$ cat src/rtl/rv32i_types_pkg.sv
// Shared RV32V decode types: opcode/funct enums, vtype encodings, instruction
// layouts and the decode/execute pipeline packet.
package rv32i_types_pkg;

    localparam int XLEN  = 32;
    localparam int VLENB = 16;

    typedef enum logic [6:0] {
        OP_V      = 7'h57,
        OP_VLOAD  = 7'h07,
        OP_VSTORE = 7'h27
    } opcode_t;

    typedef enum logic [2:0] {
        OPIVV = 3'b000,
        OPFVV = 3'b001,
        OPMVV = 3'b010,
        OPIVI = 3'b011,
        OPIVX = 3'b100,
        OPFVF = 3'b101,
        OPMVX = 3'b110,
        OPCFG = 3'b111
    } vfunct3_t;

    typedef enum logic [5:0] {
        VADD  = 6'b000000,
        VSUB  = 6'b000010,
        VRSUB = 6'b000011,
        VAND  = 6'b001001,
        VOR   = 6'b001010,
        VXOR  = 6'b001011
    } vopi_t;

    typedef enum logic [5:0] {
        VREDSUM = 6'b000000,
        VWADDU  = 6'b110000,
        VWADD   = 6'b110001,
        VWSUBU  = 6'b110010,
        VWSUB   = 6'b110011
    } vopm_t;

    typedef enum logic [1:0] {
        SEW8  = 2'b00,
        SEW16 = 2'b01,
        SEW32 = 2'b10
    } sew_t;

    typedef enum logic [2:0] {
        LMUL1 = 3'b000,
        LMUL2 = 3'b001,
        LMUL4 = 3'b010,
        LMUL8 = 3'b011
    } lmul_t;

    typedef enum logic [1:0] {
        OPA_VS1 = 2'b00,
        OPA_XS1 = 2'b01,
        OPA_IMM = 2'b10
    } opa_sel_t;

    typedef struct packed {
        vopi_t      funct6;
        logic       vm;
        logic [4:0] vs2;
        logic [4:0] vs1;
        vfunct3_t   funct3;
        logic [4:0] vd;
        opcode_t    opcode;
    } vopi_insn_t;

    typedef struct packed {
        vopm_t      funct6;
        logic       vm;
        logic [4:0] vs2;
        logic [4:0] vs1;
        vfunct3_t   funct3;
        logic [4:0] vd;
        opcode_t    opcode;
    } vopm_insn_t;

    typedef struct packed {
        logic            valid;
        logic [5:0]      funct6;
        logic [2:0]      funct3;
        logic [4:0]      vd;
        logic            vm;
        logic [XLEN-1:0] opa;
        logic [XLEN-1:0] opb;
        logic [XLEN-1:0] store_data;
        logic            mask;
        logic [XLEN-1:0] xs2;
        logic            is_load;
        logic            is_store;
        logic            is_cfg;
        logic            wen;
        logic [1:0]      eew;
        logic [1:0]      sew;
        logic [2:0]      lmul;
        logic [XLEN-1:0] vl;
        logic [XLEN-1:0] vstart;
        logic            widen;
        logic            illegal;
        logic            fault;
    } ex_pkt_t;

    // Registers in one LMUL group; fractional and reserved encodings occupy one.
    function automatic logic [3:0] lmul_regs(input logic [2:0] lmul);
        case (lmul)
            3'd1:    return 4'd2;
            3'd2:    return 4'd4;
            3'd3:    return 4'd8;
            default: return 4'd1;
        endcase
    endfunction

endpackage

$ cat src/rtl/rv32v_decode_ctrl.sv
// Combinational RV32V instruction-to-control decoder.
// Widening OPMVV/OPMVX support is enabled by defining RV32V_WIDEN_EN.
module rv32v_decode_ctrl
    import rv32i_types_pkg::*;
(
    input  logic [31:0] instr,
    input  logic        fault,
    input  logic [1:0]  eew_in,
    input  logic [1:0]  sew,
    input  logic [2:0]  lmul,
    input  logic        vill,
    input  logic [31:0] vl,
    input  logic [31:0] vstart,
    output logic        is_load,
    output logic        is_store,
    output logic        is_cfg,
    output logic        wen,
    output logic        widen,
    output logic        illegal,
    output logic        scalar_hazard,
    output logic [1:0]  eew,
    output logic [1:0]  opa_sel
);

    vopm_insn_t insn;
    opa_sel_t   sel;
    logic       arith;
    logic       widen_enc;
    logic       widen_bad;
    logic       unused_ok;

    assign insn      = vopm_insn_t'(instr);
    assign opa_sel   = sel;
    assign unused_ok = ^{instr, lmul};

`ifdef RV32V_WIDEN_EN
    logic [5:0] grp;
    logic [5:0] vd_ext;
    logic [5:0] vs2_ext;

    // The widened destination spans twice the source group size.
    always_comb begin
        grp       = 6'(lmul_regs(lmul));
        vd_ext    = {1'b0, insn.vd};
        vs2_ext   = {1'b0, insn.vs2};
        widen_bad = (sew == SEW32) || (lmul == LMUL8) ||
                    ((vd_ext < vs2_ext + grp) && (vs2_ext < vd_ext + (grp << 1)));
    end
`else
    assign widen_bad = 1'b1;
`endif

    always_comb begin
        is_load       = 1'b0;
        is_store      = 1'b0;
        is_cfg        = 1'b0;
        arith         = 1'b0;
        illegal       = 1'b0;
        scalar_hazard = 1'b0;
        sel           = OPA_VS1;
        eew           = sew;
        case (insn.opcode)
            OP_V: begin
                case (insn.funct3)
                    OPIVV, OPMVV: arith = 1'b1;
                    OPIVI: begin
                        arith = 1'b1;
                        sel   = OPA_IMM;
                    end
                    OPIVX, OPMVX: begin
                        arith         = 1'b1;
                        sel           = OPA_XS1;
                        scalar_hazard = 1'b1;
                    end
                    OPCFG: begin
                        is_cfg        = 1'b1;
                        sel           = OPA_XS1;
                        scalar_hazard = 1'b1;
                    end
                    default: illegal = 1'b1;
                endcase
            end
            OP_VLOAD: begin
                is_load       = 1'b1;
                sel           = OPA_XS1;
                eew           = eew_in;
                scalar_hazard = 1'b1;
            end
            OP_VSTORE: begin
                is_store      = 1'b1;
                sel           = OPA_XS1;
                eew           = eew_in;
                scalar_hazard = 1'b1;
            end
            default: illegal = 1'b1;
        endcase

        widen_enc = arith && (insn.funct3 == OPMVV || insn.funct3 == OPMVX) &&
                    (instr[31:30] == 2'b11);
`ifdef RV32V_WIDEN_EN
        widen = widen_enc;
`else
        widen = 1'b0;
`endif
        if ((arith || is_load || is_store) && vill)
            illegal = 1'b1;
        if (arith && (vstart >= vl))
            illegal = 1'b1;
        if (widen_enc && widen_bad)
            illegal = 1'b1;
        wen = (arith || is_load) && !illegal && !fault;
    end

endmodule

$ cat src/rtl/rv32v_decode_unit.sv
// RV32V decode stage: operand selection and the decode/execute register.
// Optional widening-op decode is enabled by defining RV32V_WIDEN_EN.
module rv32v_decode_unit
    import rv32i_types_pkg::*;
(
    input  logic        CLK,
    input  logic        nRST,
    input  logic [31:0] instr,
    input  logic        fault_insn,
    input  logic        mal_insn,
    input  logic [1:0]  eew_in,
    input  logic        stall_dec,
    input  logic        flush_dec,
    input  logic [31:0] vl,
    input  logic [31:0] vstart,
    input  logic [31:0] vlenb,
    input  logic [1:0]  sew,
    input  logic [2:0]  lmul,
    input  logic        vill,
    input  logic [31:0] vs1_data,
    input  logic [31:0] vs2_data,
    input  logic [31:0] vs3_data,
    input  logic        vs1_mask,
    input  logic        vs2_mask,
    input  logic        vs3_mask,
    input  logic [31:0] xs1,
    input  logic [31:0] xs2,
    output logic [4:0]  vs1_sel,
    output logic [4:0]  vs2_sel,
    output logic [4:0]  vs3_sel,
    output logic        scalar_hazard,
    output logic        ex_valid,
    output logic [5:0]  ex_funct6,
    output logic [2:0]  ex_funct3,
    output logic [4:0]  ex_vd,
    output logic        ex_vm,
    output logic [31:0] ex_opa,
    output logic [31:0] ex_opb,
    output logic [31:0] ex_store_data,
    output logic        ex_mask,
    output logic [31:0] ex_xs2,
    output logic        ex_is_load,
    output logic        ex_is_store,
    output logic        ex_is_cfg,
    output logic        ex_wen,
    output logic [1:0]  ex_eew,
    output logic [1:0]  ex_sew,
    output logic [2:0]  ex_lmul,
    output logic [31:0] ex_vl,
    output logic [31:0] ex_vstart,
    output logic        ex_widen,
    output logic        ex_illegal,
    output logic        ex_fault
);

    vopi_insn_t insn;
    logic       fault;
    logic       is_load, is_store, is_cfg, wen, widen, illegal;
    logic [1:0] eew;
    logic [1:0] opa_sel;
    logic [XLEN-1:0] opa;
    ex_pkt_t    next_pkt;
    ex_pkt_t    ex_q;
    logic       unused_ok;

    assign insn      = vopi_insn_t'(instr);
    assign vs1_sel   = instr[19:15];
    assign vs2_sel   = instr[24:20];
    assign vs3_sel   = instr[11:7];
    assign fault     = fault_insn | mal_insn;
    assign unused_ok = ^{vlenb, vs2_mask, vs3_mask, insn.vs2, insn.opcode} ^ (vlenb == 32'(VLENB));

    rv32v_decode_ctrl u_ctrl (
        .instr         (instr),
        .fault         (fault),
        .eew_in        (eew_in),
        .sew           (sew),
        .lmul          (lmul),
        .vill          (vill),
        .vl            (vl),
        .vstart        (vstart),
        .is_load       (is_load),
        .is_store      (is_store),
        .is_cfg        (is_cfg),
        .wen           (wen),
        .widen         (widen),
        .illegal       (illegal),
        .scalar_hazard (scalar_hazard),
        .eew           (eew),
        .opa_sel       (opa_sel)
    );

    always_comb begin
        case (opa_sel_t'(opa_sel))
            OPA_XS1: opa = xs1;
            OPA_IMM: opa = {{(XLEN-5){insn.vs1[4]}}, insn.vs1};
            default: opa = vs1_data;
        endcase
    end

    always_comb begin
        next_pkt            = '0;
        next_pkt.valid      = 1'b1;
        next_pkt.funct6     = insn.funct6;
        next_pkt.funct3     = insn.funct3;
        next_pkt.vd         = insn.vd;
        next_pkt.vm         = insn.vm;
        next_pkt.opa        = opa;
        next_pkt.opb        = vs2_data;
        next_pkt.store_data = vs3_data;
        next_pkt.mask       = vs1_mask;
        next_pkt.xs2        = xs2;
        next_pkt.is_load    = is_load;
        next_pkt.is_store   = is_store;
        next_pkt.is_cfg     = is_cfg;
        next_pkt.wen        = wen;
        next_pkt.eew        = eew;
        next_pkt.sew        = sew;
        next_pkt.lmul       = lmul;
        next_pkt.vl         = vl;
        next_pkt.vstart     = vstart;
        next_pkt.widen      = widen;
        next_pkt.illegal    = illegal;
        next_pkt.fault      = fault;
    end

    // A bubble only kills the control bits; operand fields are don't-care.
    always_ff @(posedge CLK) begin
        if (nRST) begin
            ex_q <= '0;
        end else if (flush_dec) begin
            ex_q.valid    <= 1'b0;
            ex_q.wen      <= 1'b0;
            ex_q.is_load  <= 1'b0;
            ex_q.is_store <= 1'b0;
            ex_q.is_cfg   <= 1'b0;
            ex_q.illegal  <= 1'b0;
            ex_q.fault    <= 1'b0;
        end else if (!stall_dec) begin
            ex_q <= next_pkt;
        end
    end

    assign ex_valid      = ex_q.valid;
    assign ex_funct6     = ex_q.funct6;
    assign ex_funct3     = ex_q.funct3;
    assign ex_vd         = ex_q.vd;
    assign ex_vm         = ex_q.vm;
    assign ex_opa        = ex_q.opa;
    assign ex_opb        = ex_q.opb;
    assign ex_store_data = ex_q.store_data;
    assign ex_mask       = ex_q.mask;
    assign ex_xs2        = ex_q.xs2;
    assign ex_is_load    = ex_q.is_load;
    assign ex_is_store   = ex_q.is_store;
    assign ex_is_cfg     = ex_q.is_cfg;
    assign ex_wen        = ex_q.wen;
    assign ex_eew        = ex_q.eew;
    assign ex_sew        = ex_q.sew;
    assign ex_lmul       = ex_q.lmul;
    assign ex_vl         = ex_q.vl;
    assign ex_vstart     = ex_q.vstart;
    assign ex_widen      = ex_q.widen;
    assign ex_illegal    = ex_q.illegal;
    assign ex_fault      = ex_q.fault;

endmodule

$ cat config.mk
export PLATFORM = sky130hd
export DESIGN_NAME = rv32v_decode_unit
export DESIGN_NICKNAME = d
export VERILOG_FILES = /design/src/rtl/rv32i_types_pkg.sv /design/src/rtl/rv32v_decode_ctrl.sv /design/src/rtl/rv32v_decode_unit.sv
export SDC_FILE = /design/constraint.sdc
export NUM_CORES = 1
export LEC_CHECK = 0
export ABC_CLOCK_PERIOD_IN_PS = 6240
export BUFFER_PORTS_ARGS = -buffer_cell sky130_fd_sc_hd__buf_2
export CORE_AREA = 3 3 211 213
export DETAILED_ROUTE_END_ITERATION = 8
export DIE_AREA = 0 0 214 216
export GPL_TIMING_DRIVEN = 0
export PLACE_DENSITY = 0.56
export SLEW_MARGIN = 20
export SYNTH_ARGS = -nofsm -noshare
export SYNTH_HDL_FRONTEND = slang
export SYNTH_SLANG_ARGS = --single-unit
$ cat constraint.sdc
create_clock -name CLK -period 6.24 [get_ports CLK]
set_input_delay 1.56 -clock CLK [delete_from_list [all_inputs] [get_ports CLK]]
set_output_delay 1.56 -clock CLK [all_outputs]
set_load 0.03 [all_outputs]
Word-level counts from Yosys, hierarchy flattened
Index checks and enable logic that the tools add are counted.

storage, ports and cells
  flip-flop bits (word level) = 222
  input bits = 305
  output and inout bits = 239

cells by class
  $lt $le $gt $ge = 1
  eq/ne operators = 11
  muxes and demuxes = 17
  bitwise logic cells = 3
  reduce and logical (&&, ||, !) cells = 18

operators with widths
  cell                                           number
  one-hot mux 32 bit (2 select lines)            1
  greater-or-equal comparator 32 bit             1
  two-way mux 1 bit                              11
  == test 3 bit, second input constant           3
  one-hot mux 2 bit (2 select lines)             2
  == test 7 x 3 -> 1 bit, second input constant  1
  == test 7 x 6 -> 1 bit, second input constant  1
  == test 7 bit, second input constant           1
  == test 3 x 2 -> 1 bit, second input constant  2
  logical AND 1 bit                              6
  OR reduction 6 bit                             1
  OR reduction 5 bit                             1
  == test 2 bit, second input constant           2
  one-hot mux 1 bit (2 select lines)             2
  OR reduction 2 bit                             2
  zero test 3 bit                                1
  logical OR 1 bit                               3
  OR reduction 3 bit                             1
  == test 2 x 1 -> 1 bit, second input constant  1
  zero test 1 bit                                2
  two-way mux 2 bit                              1
  inverter 1 bit                                 2
  AND reduction 2 bit                            1
  bitwise OR 1 bit                               1

Depth between registers and ports, before layout
Gate-level depths: netlist of run 1.

  word-level depth = 13
  gate-level depth with buffers = 11
  mapped depth without buffers = 10

Hierarchy
From an unflattened synthesis of run 1, not the netlist that was laid out.

unflattened totals
  cell total of the unflattened synthesis = 1171
  area, all modules = 9225.1 µm²

modules (own cells, without submodules)
  module             instances  cells an instance  area each (µm²)  seq. area each (µm²)
  rv32v_decode_unit  1          1028               8214.1           4464.3
  rv32v_decode_ctrl  1          143                1011.0           0.0

Worst setup path after synthesis of run 1
OpenSTA, ideal clock, no wires.

  path kind = input -> output
  start point = in instr[3]
  end point = out scalar_hazard
  arrival time = 2.842 ns
  data required time = 4.680 ns
  path slack = 1.838 ns
  stages = 4
  cells stage by stage = nand4b_4 > nor4b_1 > nand2_1 > o21ai_0

between the ends
  word-level cells in the longest chain between the ends = 3
  elaborated cells on any way between the ends = 5
  those cells by class = eq/ne (3); mux (1); reduce/logical (1)

ends and longest elaborated chain
  item                                                                     line                     text
  start, declared                                                          rv32v_decode_unit.sv:8   input logic [31:0] instr,
  == test 7 x 3 -> 1 bit / == test 7 x 6 -> 1 bit (equally long branches)  rv32v_decode_ctrl.sv:62  case (insn.opcode)
  OR reduction 2 bit (no source line)                                      --
  one-hot mux 1 bit (2 select lines) *                                     rv32v_decode_ctrl.sv:62
  end, declared                                                            rv32v_decode_unit.sv:31  output logic scalar_hazard,

Every way passes the cells marked *; elsewhere a longest branch is shown, timed or not.

Worst setup path after layout of run 1
  start point = in instr[3]
  end point = reg ex_q (netlist bit ex_opa[27])

between the ends
  word-level cells in the longest chain between the ends = 5
  elaborated cells on any way between the ends = 8
  those cells by class = eq/ne (5); mux (2); reduce/logical (1)

ends and longest elaborated chain
  item                                                                     line                      text
  == test 7 x 3 -> 1 bit / == test 7 x 6 -> 1 bit (equally long branches)  rv32v_decode_ctrl.sv:62
  OR reduction 2 bit (no source line)                                      --
  one-hot mux 2 bit (2 select lines) *                                     rv32v_decode_ctrl.sv:62
  == test 2 bit / == test 2 x 1 -> 1 bit (equally long branches)           rv32v_decode_unit.sv:94   case (opa_sel_t'(opa_sel))
  one-hot mux 32 bit (2 select lines) *                                    rv32v_decode_unit.sv:94
  end signal, assigned                                                     rv32v_decode_unit.sv:140  ex_q <= next_pkt;
  end, declared                                                            rv32v_decode_unit.sv:63   ex_pkt_t ex_q;

Marks and branches as above.
A chain may end at the register's enable or synchronous reset.

==> impl_metrics.toml, run 1 <==
[finish]
areaGrowthSynthToFinish_pct = 45.0
nFillCells = 4673
final_layout_size_suffix_gt1_frac = 0.343
final_nets = 2068
regArea_sq_um = 4440
fin_area_sq_um = 13200
multi_input_area_sq_um = 3970

[run]
drv_cap = 0

[timing]
totalNegativeSetupSlack_ns = 0
setup_viol = 0
worstMarginPinSlew_ns = 1.20
fin_worst_skew_ns = 0
hold_viol_final = 0
maxSlewHeadroom = 0.191
rsz0062_at_grt = "false"
fin_crit_ns = 4.48
fmax_mhz = 223
min_period_over_period = 0.717
slew_viol_final = 0

[setup_path]
critPathKind = "input pin to register"
cp_cell_sequence = "buf_2 > nand4b_4 > or4b_1 > or3_2 > ha_1 > clkbuf_1 > a21oi_2 > clkbuf_1 > a221oi_1 > a21oi_1 > nor2_1"
reg2regPathDepth = 2
end_kind = "register"
rrSetupSlack_ns = 5.50
r2r-start = "ex_store_data[18]$_SDFFE_PP0P_"
crit_family = "simple AND/OR/NAND/NOR gates"
cp_slowest_stage_delay_ns = 0.55
cp_slowest_cell = "or4b_1"
cp.arrival_ns = 4.89
path_common_cell = "clkbuf_1"
critical_path_required_ns = 6.66
cp-start-kind = "input pin"
critPathBufInv = 3
worstReg2RegEnd = "ex_store_data[18]$_SDFFE_PP0P_"
path_max_fanout = 10

[routing]
ant_nets = 0
vias_per_cell = 4.30
first_pass_iters = 5
wire_per_inst_um = 16.7
via_count = 10056
drtIter0Drc = 423
drt-total-wl_um = 39100
drt_drc_violations_left = 0

[status]
outcome = "finished clean"

[cts]
ctsResizeCount = 0
post_cts_buffers = 0
htreeDepth = 1
clk_latency_ns = 0.54
holdBufCountCts = 0
clock-sinks = 222
clk_pin_slew_ns = 0.06
cts_buffers = 27
cts_tree = "yes"
root_buffer = "clkbuf_16"
clockBufferDepth = 3

[grt]
grt_max_degree = 13
grt_pass1_vias = 10088
grt_remaining_overflow = 0
grt_first_pass_wirelength_um = 58500
grt_usage = 0.161
antenna_found_initial = 9

[power]
p_per_area_nw_per_um2 = 271
leakage_nw = 6.35
worst_ir_drop_vdd_v = 0.000171

[die]
die_y_um = 216
core-area_sq_um = 42900
die_area_sq_um = 46200
num_rows = 76
ios = 544
start_util = 0.213
fp.dieW_um = 214

[synth]
synth.area.top_cells = "dfxtp_1 49%, nand2_1 17%, a21oi_1 13%"
synth_warnings = 0
ys_ff_latch = 222
synthesis.area_sq_um = 9120
synth.distinct_cells = 39
async_flop_share = 0
synth.top_cell.area_share = 0.487
syn_area_per_cell_sq_um = 7.61
synth_seq_area_share = 0.487
syn_inst = 1199
ys.flop_type = "dfxtp_1"
yosys.area.top_type = "dfxtp_1"
syn_nets = 1538
synth_edf_count = 0

[worst_hold_path]
hold_start = "ex_lmul[1]$_SDFFE_PP0P_"
hold_class = "register to register"
hold_depth = 2
holdPathEnd = "ex_lmul[1]$_SDFFE_PP0P_"

[placed_design]
dp.final_hpwl_um = 31800
port_buffers = 501
placed_cell_area_sq_um = 12400
place.gp.congestion = 0.954
==> worst register-to-register path, stage by stage (launching register included) <==
cell and delay [ns]:
dfxtp_1 0.42, nand2_1 0.08, a21oi_1 0.17
==> Yosys cell counts (all sizes together) (3+ instances only) <==
| library cell | number |
|---|---|
| a221oi | 28 |
| nor3 | 3 |
| nand2 | 422 |
| dfxtp | 222 |
| o21ai | 18 |
| nor2 | 39 |
| or3 | 3 |
| nand4 | 4 |
| a22oi | 5 |
| ha | 34 |
| a21oi | 231 |
| buf | 47 |
| clkbuf | 51 |
| inv | 65 |
==> state kept, by name, summed over array words and instances, names as in the netlist, 2 cells and up <==
register	count
ex_opb	32
ex_store_data	32
ex_sew	2
ex_opa	32
ex_funct3	3
ex_funct6	6
ex_vstart	32
ex_xs2	32
ex_vd	5
ex_eew	2
ex_vl	32
ex_lmul	3
==> power by group <==
part	switching [mW]	internal, mW
clock	0.627	0.866
combinational	0.381	0.191
sequential	0.0326	1.48
==> area by class of cell <==
class                           count  area share
Buffer                             98      0.0353
Clock inverter                     11     0.00539
Antenna cell                        7     0.00132
Timing Repair Buffer              501       0.190
Inverter                           65      0.0184
Multi-Input combinational cell    814       0.300
Clock buffer                       37      0.0585
Tap cell                          585      0.0553
Sequential cell                   222       0.336
==> stage by stage <==
step	hold slack [ns]	total power, mW	setup slack [ns]	util	std cells
5_1_grt	0.470	3.75	1.41	0.308	2340
3_3_place_gp	0.437	2.11	1.18	0.288	2285
4_1_cts	0.451	3.65	1.73	0.308	2333
3_5_place_dp	0.443	2.12	1.15	0.288	2285
2_1_floorplan	0.581	1.87	1.84	-	1199
6_report	0.451	3.58	1.76	0.308	2340
==> placed cells by master (no fill, tap or decap), types with 3 or more instances in the layout <==
master,n
buf_2,532
nand2_1,422
a21oi_1,230
dfxtp_1,222
inv_1,65
clkbuf_1,55
nor2_1,38
ha_1,34
a221oi_1,28
clkbuf_16,27
o21ai_0,17
buf_4,16
diode_2,7
clkbuf_8,6
clkinv_2,6
a22oi_1,5
nand4_1,4
nor3_1,3
inv_6,3
==> logic make-up (layout without fill, tap and decap cells) <==
| family | count (synthesis) | after routing | synth area share |
|---|---|---|---|
| compound gates | 294 | 294 | 0.179 |
| simple gates | 485 | 485 | 0.209 |
| fa+ha+maj | 34 | 34 | 0.0466 |
| flops | 222 | 222 | 0.487 |
| buf+inv | 163 | 712 | 0.0779 |
| other cells | 1 | 8 | 0.000411 |
==> worst max-delay path by stage <==
stage                   from                       to  slack [ns]  cells after the start
finish              instr[3]  ex_opa[27]$_SDFFE_PP0P_        1.76                     11
CTS                 instr[1]  ex_opa[27]$_SDFFE_PP0P_        1.73                     12
global route        instr[3]  ex_opa[19]$_SDFFE_PP0P_        1.41                     12
global placement    instr[1]  ex_opa[27]$_SDFFE_PP0P_        1.18                     12
detailed placement  instr[1]  ex_opa[27]$_SDFFE_PP0P_        1.15                     12
floorplan           instr[3]            scalar_hazard        1.84                      4
==> layer usage <==
metal	track usage	vias up	part of all wire
li1	-	4983	-
met1	0.193	4637	0.42
met3	0.0366	75	0.065
met5	0	-	0.00079
met2	0.279	357	0.48
met4	0.0621	4	0.034
Note: power is estimated with default switching activity, not from simulation.
==> run 2: changes to the inputs <==
--- a/config.mk
+++ b/config.mk
@@ -5,11 +5,11 @@
 export SDC_FILE = /design/constraint.sdc
 export NUM_CORES = 1
 export LEC_CHECK = 0
-export ABC_CLOCK_PERIOD_IN_PS = 6240
+export ABC_CLOCK_PERIOD_IN_PS = 4400
 export BUFFER_PORTS_ARGS = -buffer_cell sky130_fd_sc_hd__buf_2
-export CORE_AREA = 3 3 211 213
+export CORE_AREA = 3 3 210 212
 export DETAILED_ROUTE_END_ITERATION = 8
-export DIE_AREA = 0 0 214 216
+export DIE_AREA = 0 0 213 215
 export GPL_TIMING_DRIVEN = 0
 export PLACE_DENSITY = 0.56
 export SLEW_MARGIN = 20
==> constraint.sdc (replaced) <==
create_clock -name CLK -period 4.4 [get_ports CLK]
set_input_delay 1.1 -clock CLK [delete_from_list [all_inputs] [get_ports CLK]]
set_output_delay 1.1 -clock CLK [all_outputs]
set_load 0.03 [all_outputs]
==> run 2 against run 1 <==
Against the previous run:
- global-route usage decreased by 0.33 points
- largest power group is now clock
- critical endpoint is now ex_opa[16]$_SDFFE_PP0P_
- die area decreased by 0.93%
- total power increased by 48%
- wire length decreased by 2.3%
- largest cell class unchanged
==> impl_metrics.toml, run 2 (synthesis gave the netlist of run 1 again) <==
[finish]
areaGrowthSynthToFinish_pct = 45.2
final_cell_count_no_fill = 2288
final_layout_size_suffix_gt1_frac = 0.341
regArea_sq_um = 4440
nFillCells = 4628
fin_area_sq_um = 13200
multi_input_area_sq_um = 3970
fin_util = 0.314
final_common_cell = "buf_2"
final_cell_mix = "532 x buf_2, 422 x nand2_1, 230 x a21oi_1"
final_nets = 2067

[power]
totalPowerFinal_mw = 5.29
worst_ir_drop_vdd_v = 0.000218
leakage_nw = 6.40
p_per_area_nw_per_um2 = 400

[timing]
hold_viol_final = 0
worstMarginPinSlew_ns = 1.04
setup_viol = 0
layout_setup_ws_ns = 0.313
fin_worst_skew_ns = 0
fmax_mhz = 245
rsz0062_at_grt = "false"
maxSlewHeadroom = 0.303
fin_crit_ns = 4.09
slew_viol_final = 0
min_period_over_period = 0.929

[status]
outcome = "finished clean"

[grt]
grt_max_degree = 13
antenna_found_initial = 1
grt_first_pass_wirelength_um = 56500
grt_remaining_overflow = 0
grt_pass1_vias = 9877
grt_usage = 0.157

[placed_design]
place.gp.congestion = 0.863
place_ws_ns = -0.485
placed_cell_area_sq_um = 12300
dpl.cell_count = 2239
port_buffers = 501
dp.final_hpwl_um = 31200

[setup_path]
cp.arrival_ns = 4.50
path_max_fanout = 10
end_kind = "register"
critical_path_required_ns = 4.81
cp-start-kind = "input pin"
critPathKind = "input pin to register"

[routing]
wire_per_inst_um = 16.7
via_count = 9987
drt_drc_violations_left = 0
ant_nets = 0
first_pass_iters = 5
drt-total-wl_um = 38200
drtIter0Drc = 441
vias_per_cell = 4.36

[run]
drv_cap = 0

[cts]
root_buffer = "clkbuf_16"
clockBufferDepth = 3
ctsResizeCount = 0
post_cts_buffers = 0
holdBufCountCts = 0
clk_latency_ns = 0.53
htreeDepth = 1
clk_pin_slew_ns = 0.06
clock-sinks = 222
cts_buffers = 26
cts_tree = "yes"

[die]
fp.dieW_um = 213
start_util = 0.216
die_y_um = 215
num_rows = 75
ios = 544
die_area_sq_um = 45800
core-area_sq_um = 42100

[worst_hold_path]
hold_class = "register to register"
==> run 2: power breakdown <==
group | leakage (nW) | switching (mW) | internal, mW
combinational | 4.12 | 0.532 | 0.270
sequential | 1.82 | 0.0461 | 2.10
clock | 0.459 | 0.864 | 1.48
==> run 2: final cells by class <==
type                       instances  share of cell area
antenna                            2            0.000378
buffer                            98              0.0352
clock buffer                      37              0.0569
clock inverter                    10              0.0135
inverter                          65              0.0184
multi-input combinational        814               0.300
sequential                       222               0.336
tap                              539              0.0509
timing repair buffer             501               0.189
==> run 2: worst max-delay path, stage by stage <==
cell	delay, ns
buf_2	0.10
nand4b_4	0.26
or4b_1	0.54
or3_2	0.55
ha_1	0.31
clkbuf_1	0.28
a21oi_2	0.48
clkbuf_1	0.48
a221oi_1	0.18
a21oi_1	0.15
nor2_1	0.05
==> run 2: worst paths after layout <==
check                                  from                   endpoint  slack, ns  cells after the start
setup / recovery                   instr[3]    ex_opa[16]$_SDFFE_PP0P_       0.31                     11
setup reg to reg     ex_eew[1]$_SDFFE_PP0P_     ex_eew[1]$_SDFFE_PP0P_       3.70                      2
hold reg to reg   ex_funct6[1]$_SDFFE_PP0P_  ex_funct6[1]$_SDFFE_PP0P_       0.45                      2
hold / removal    ex_funct6[1]$_SDFFE_PP0P_  ex_funct6[1]$_SDFFE_PP0P_       0.45                      2
==> run 2: per-stage QoR <==
step,setup TNS [ns],hold slack [ns]
floorplan,0,0.581
global placement,-7.66,0.435
detailed placement,-8.54,0.436
CTS,0,0.451
global route,0,0.465
finish,0,0.450
==> run 2: routing by layer <==
| layer | vias to the layer above | GRT usage | routed length [um] |
|---|---|---|---|
| met5 | - | 0 | 19 |
| met4 | 2 | 0.0348 | 895 |
| li1 | 4976 | - | - |
| met3 | 52 | 0.0407 | 2900 |
| met1 | 4583 | 0.186 | 15700 |
| met2 | 374 | 0.283 | 18800 |
==> run 3: changes to the inputs <==
--- a/config.mk
+++ b/config.mk
@@ -5,7 +5,7 @@
 export SDC_FILE = /design/constraint.sdc
 export NUM_CORES = 1
 export LEC_CHECK = 0
-export ABC_CLOCK_PERIOD_IN_PS = 4400
+export ABC_CLOCK_PERIOD_IN_PS = 4100
 export BUFFER_PORTS_ARGS = -buffer_cell sky130_fd_sc_hd__buf_2
 export CORE_AREA = 3 3 210 212
 export DETAILED_ROUTE_END_ITERATION = 8
==> constraint.sdc (replaced) <==
create_clock -name CLK -period 4.1 [get_ports CLK]
set_input_delay 1.025 -clock CLK [delete_from_list [all_inputs] [get_ports CLK]]
set_output_delay 1.025 -clock CLK [all_outputs]
set_load 0.03 [all_outputs]
==> run 3 against run 2 <==
Against the previous run:
- clock power grew 7%
- clock skew is the same
- critical path type unchanged
- flip-flop and latch count is the same
- critical endpoint is now ex_opa[23]$_SDFFE_PP0P_
- count of clock-buffer cells in the layout is the same
==> impl_metrics.toml, run 3 (synthesis gave the netlist of run 1 again) <==
[status]
outcome = "finished clean"

[timing]
min_period_over_period = 0.935
totalNegativeSetupSlack_ns = 0
rsz0062_at_grt = "false"
fmax_mhz = 261
layout_setup_ws_ns = 0.268
fin_crit_ns = 3.83
maxSlewHeadroom = 0.303
hold_viol_final = 0
slew_viol_final = 0
setup_viol = 0
fin_worst_skew_ns = 0
worstMarginPinSlew_ns = 1.04

[cts]
clockBufferDepth = 3
clk_pin_slew_ns = 0.06
htreeDepth = 1
holdBufCountCts = 0
post_cts_buffers = 0
root_buffer = "clkbuf_16"
clock-sinks = 222
cts_tree = "yes"
cts_buffers = 26
clk_latency_ns = 0.53

[setup_path]
cp_slowest_cell = "or3_2"
cp-start-kind = "input pin"
path_max_fanout = 10
end_kind = "register"
crit_family = "simple AND/OR/NAND/NOR gates"
critical_path_required_ns = 4.51
cp.arrival_ns = 4.24
path_common_cell = "clkbuf_1"
cp_slowest_stage_delay_ns = 0.55
critPathKind = "input pin to register"
cp_cell_sequence = "buf_2 > nand4b_4 > or4b_1 > or3_2 > ha_1 > clkbuf_1 > a21oi_4 > clkbuf_1 > a221oi_1 > a21oi_1 > nor2_1"
critPathBufInv = 3

[power]
p_per_area_nw_per_um2 = 429
leakage_nw = 6.40
worst_ir_drop_vdd_v = 0.000234
totalPowerFinal_mw = 5.68

[grt]
use_met2 = 0.283
grt_max_degree = 13
grt_pass1_vias = 9877
grt.busiest_layer = "met2"
use_met1 = 0.186
use_met3 = 0.0407
grt_usage = 0.157
antenna_found_initial = 1
grt_remaining_overflow = 0
grt_first_pass_wirelength_um = 56500

[die]
fp.dieW_um = 213
num_rows = 75
start_util = 0.216
die_y_um = 215
ios = 544
core-area_sq_um = 42100
die_area_sq_um = 45800

[finish]
areaGrowthSynthToFinish_pct = 45.3
fin_util = 0.315
final_common_cell = "buf_2"
final_layout_size_suffix_gt1_frac = 0.342
final_cell_mix = "532 x buf_2, 422 x nand2_1, 230 x a21oi_1"
final_nets = 2067

[placed_design]
dp.final_hpwl_um = 31200
port_buffers = 501
place_ws_ns = -0.710
place.gp.congestion = 0.863

[routing]
vias_per_cell = 4.35
wire_per_inst_um = 16.7
drtIter0Drc = 445
drt_drc_violations_left = 0
drt-total-wl_um = 38200
ant_nets = 0
first_pass_iters = 5
via_count = 9959

[worst_hold_path]
hold_class = "register to register"

[run]
drv_cap = 0
## run 3: path summary, 6_finish.rpt
kind                                   from                        end  slack, ns  depth (start not counted)
setup / recovery                   instr[3]    ex_opa[23]$_SDFFE_PP0P_       0.27                         11
hold / removal    ex_funct6[1]$_SDFFE_PP0P_  ex_funct6[1]$_SDFFE_PP0P_       0.45                          2
setup reg to reg     ex_eew[1]$_SDFFE_PP0P_     ex_eew[1]$_SDFFE_PP0P_       3.40                          2
hold reg to reg   ex_funct6[1]$_SDFFE_PP0P_  ex_funct6[1]$_SDFFE_PP0P_       0.45                          2
## run 3: per-layer routing
metal,vias to the layer above,routed length [um]
met5,-,19
met1,4568,15700
met2,364,18800
met4,2,868
li1,4975,-
met3,50,2860
## run 3: power by group
part	total (mW)	leakage (nW)	switching [mW]	internal (mW)
logic	0.860	4.13	0.571	0.290
registers	2.31	1.82	0.0494	2.26
clock network	2.51	0.459	0.926	1.59
## run 3: final cells by class
cell class	count	area (sq um)
fill	4628	28900
sequential	222	4440
multi-input combinational	814	3980
timing repair buffer	501	2510
clock buffer	37	753
tap	539	674
buffer	98	468
inverter	65	244
clock inverter	10	179
antenna	2	5.00
## run 3: repair_timing
item                                    CTS  global route
hold endpoints to repair                  0             0
gates resized for setup                   1             3
endpoints found under the setup margin   19            19
## run 3: per-stage QoR
step | area, sq um | hold slack (ns) | std cells
after floorplan | 9120 | 0.581 | 1199
after global placement | 12300 | 0.435 | 2239
after detailed placement | 12300 | 0.436 | 2239
after CTS | 13200 | 0.451 | 2286
after global routing | 13200 | 0.465 | 2286
final | 13300 | 0.450 | 2288
## run 3: worst min-delay path: cells and delay by family (launching register included)
family | cells | cell delay (ns)
compound gates | 1 | 0.05
flops | 1 | 0.30
simple gates | 1 | 0.05
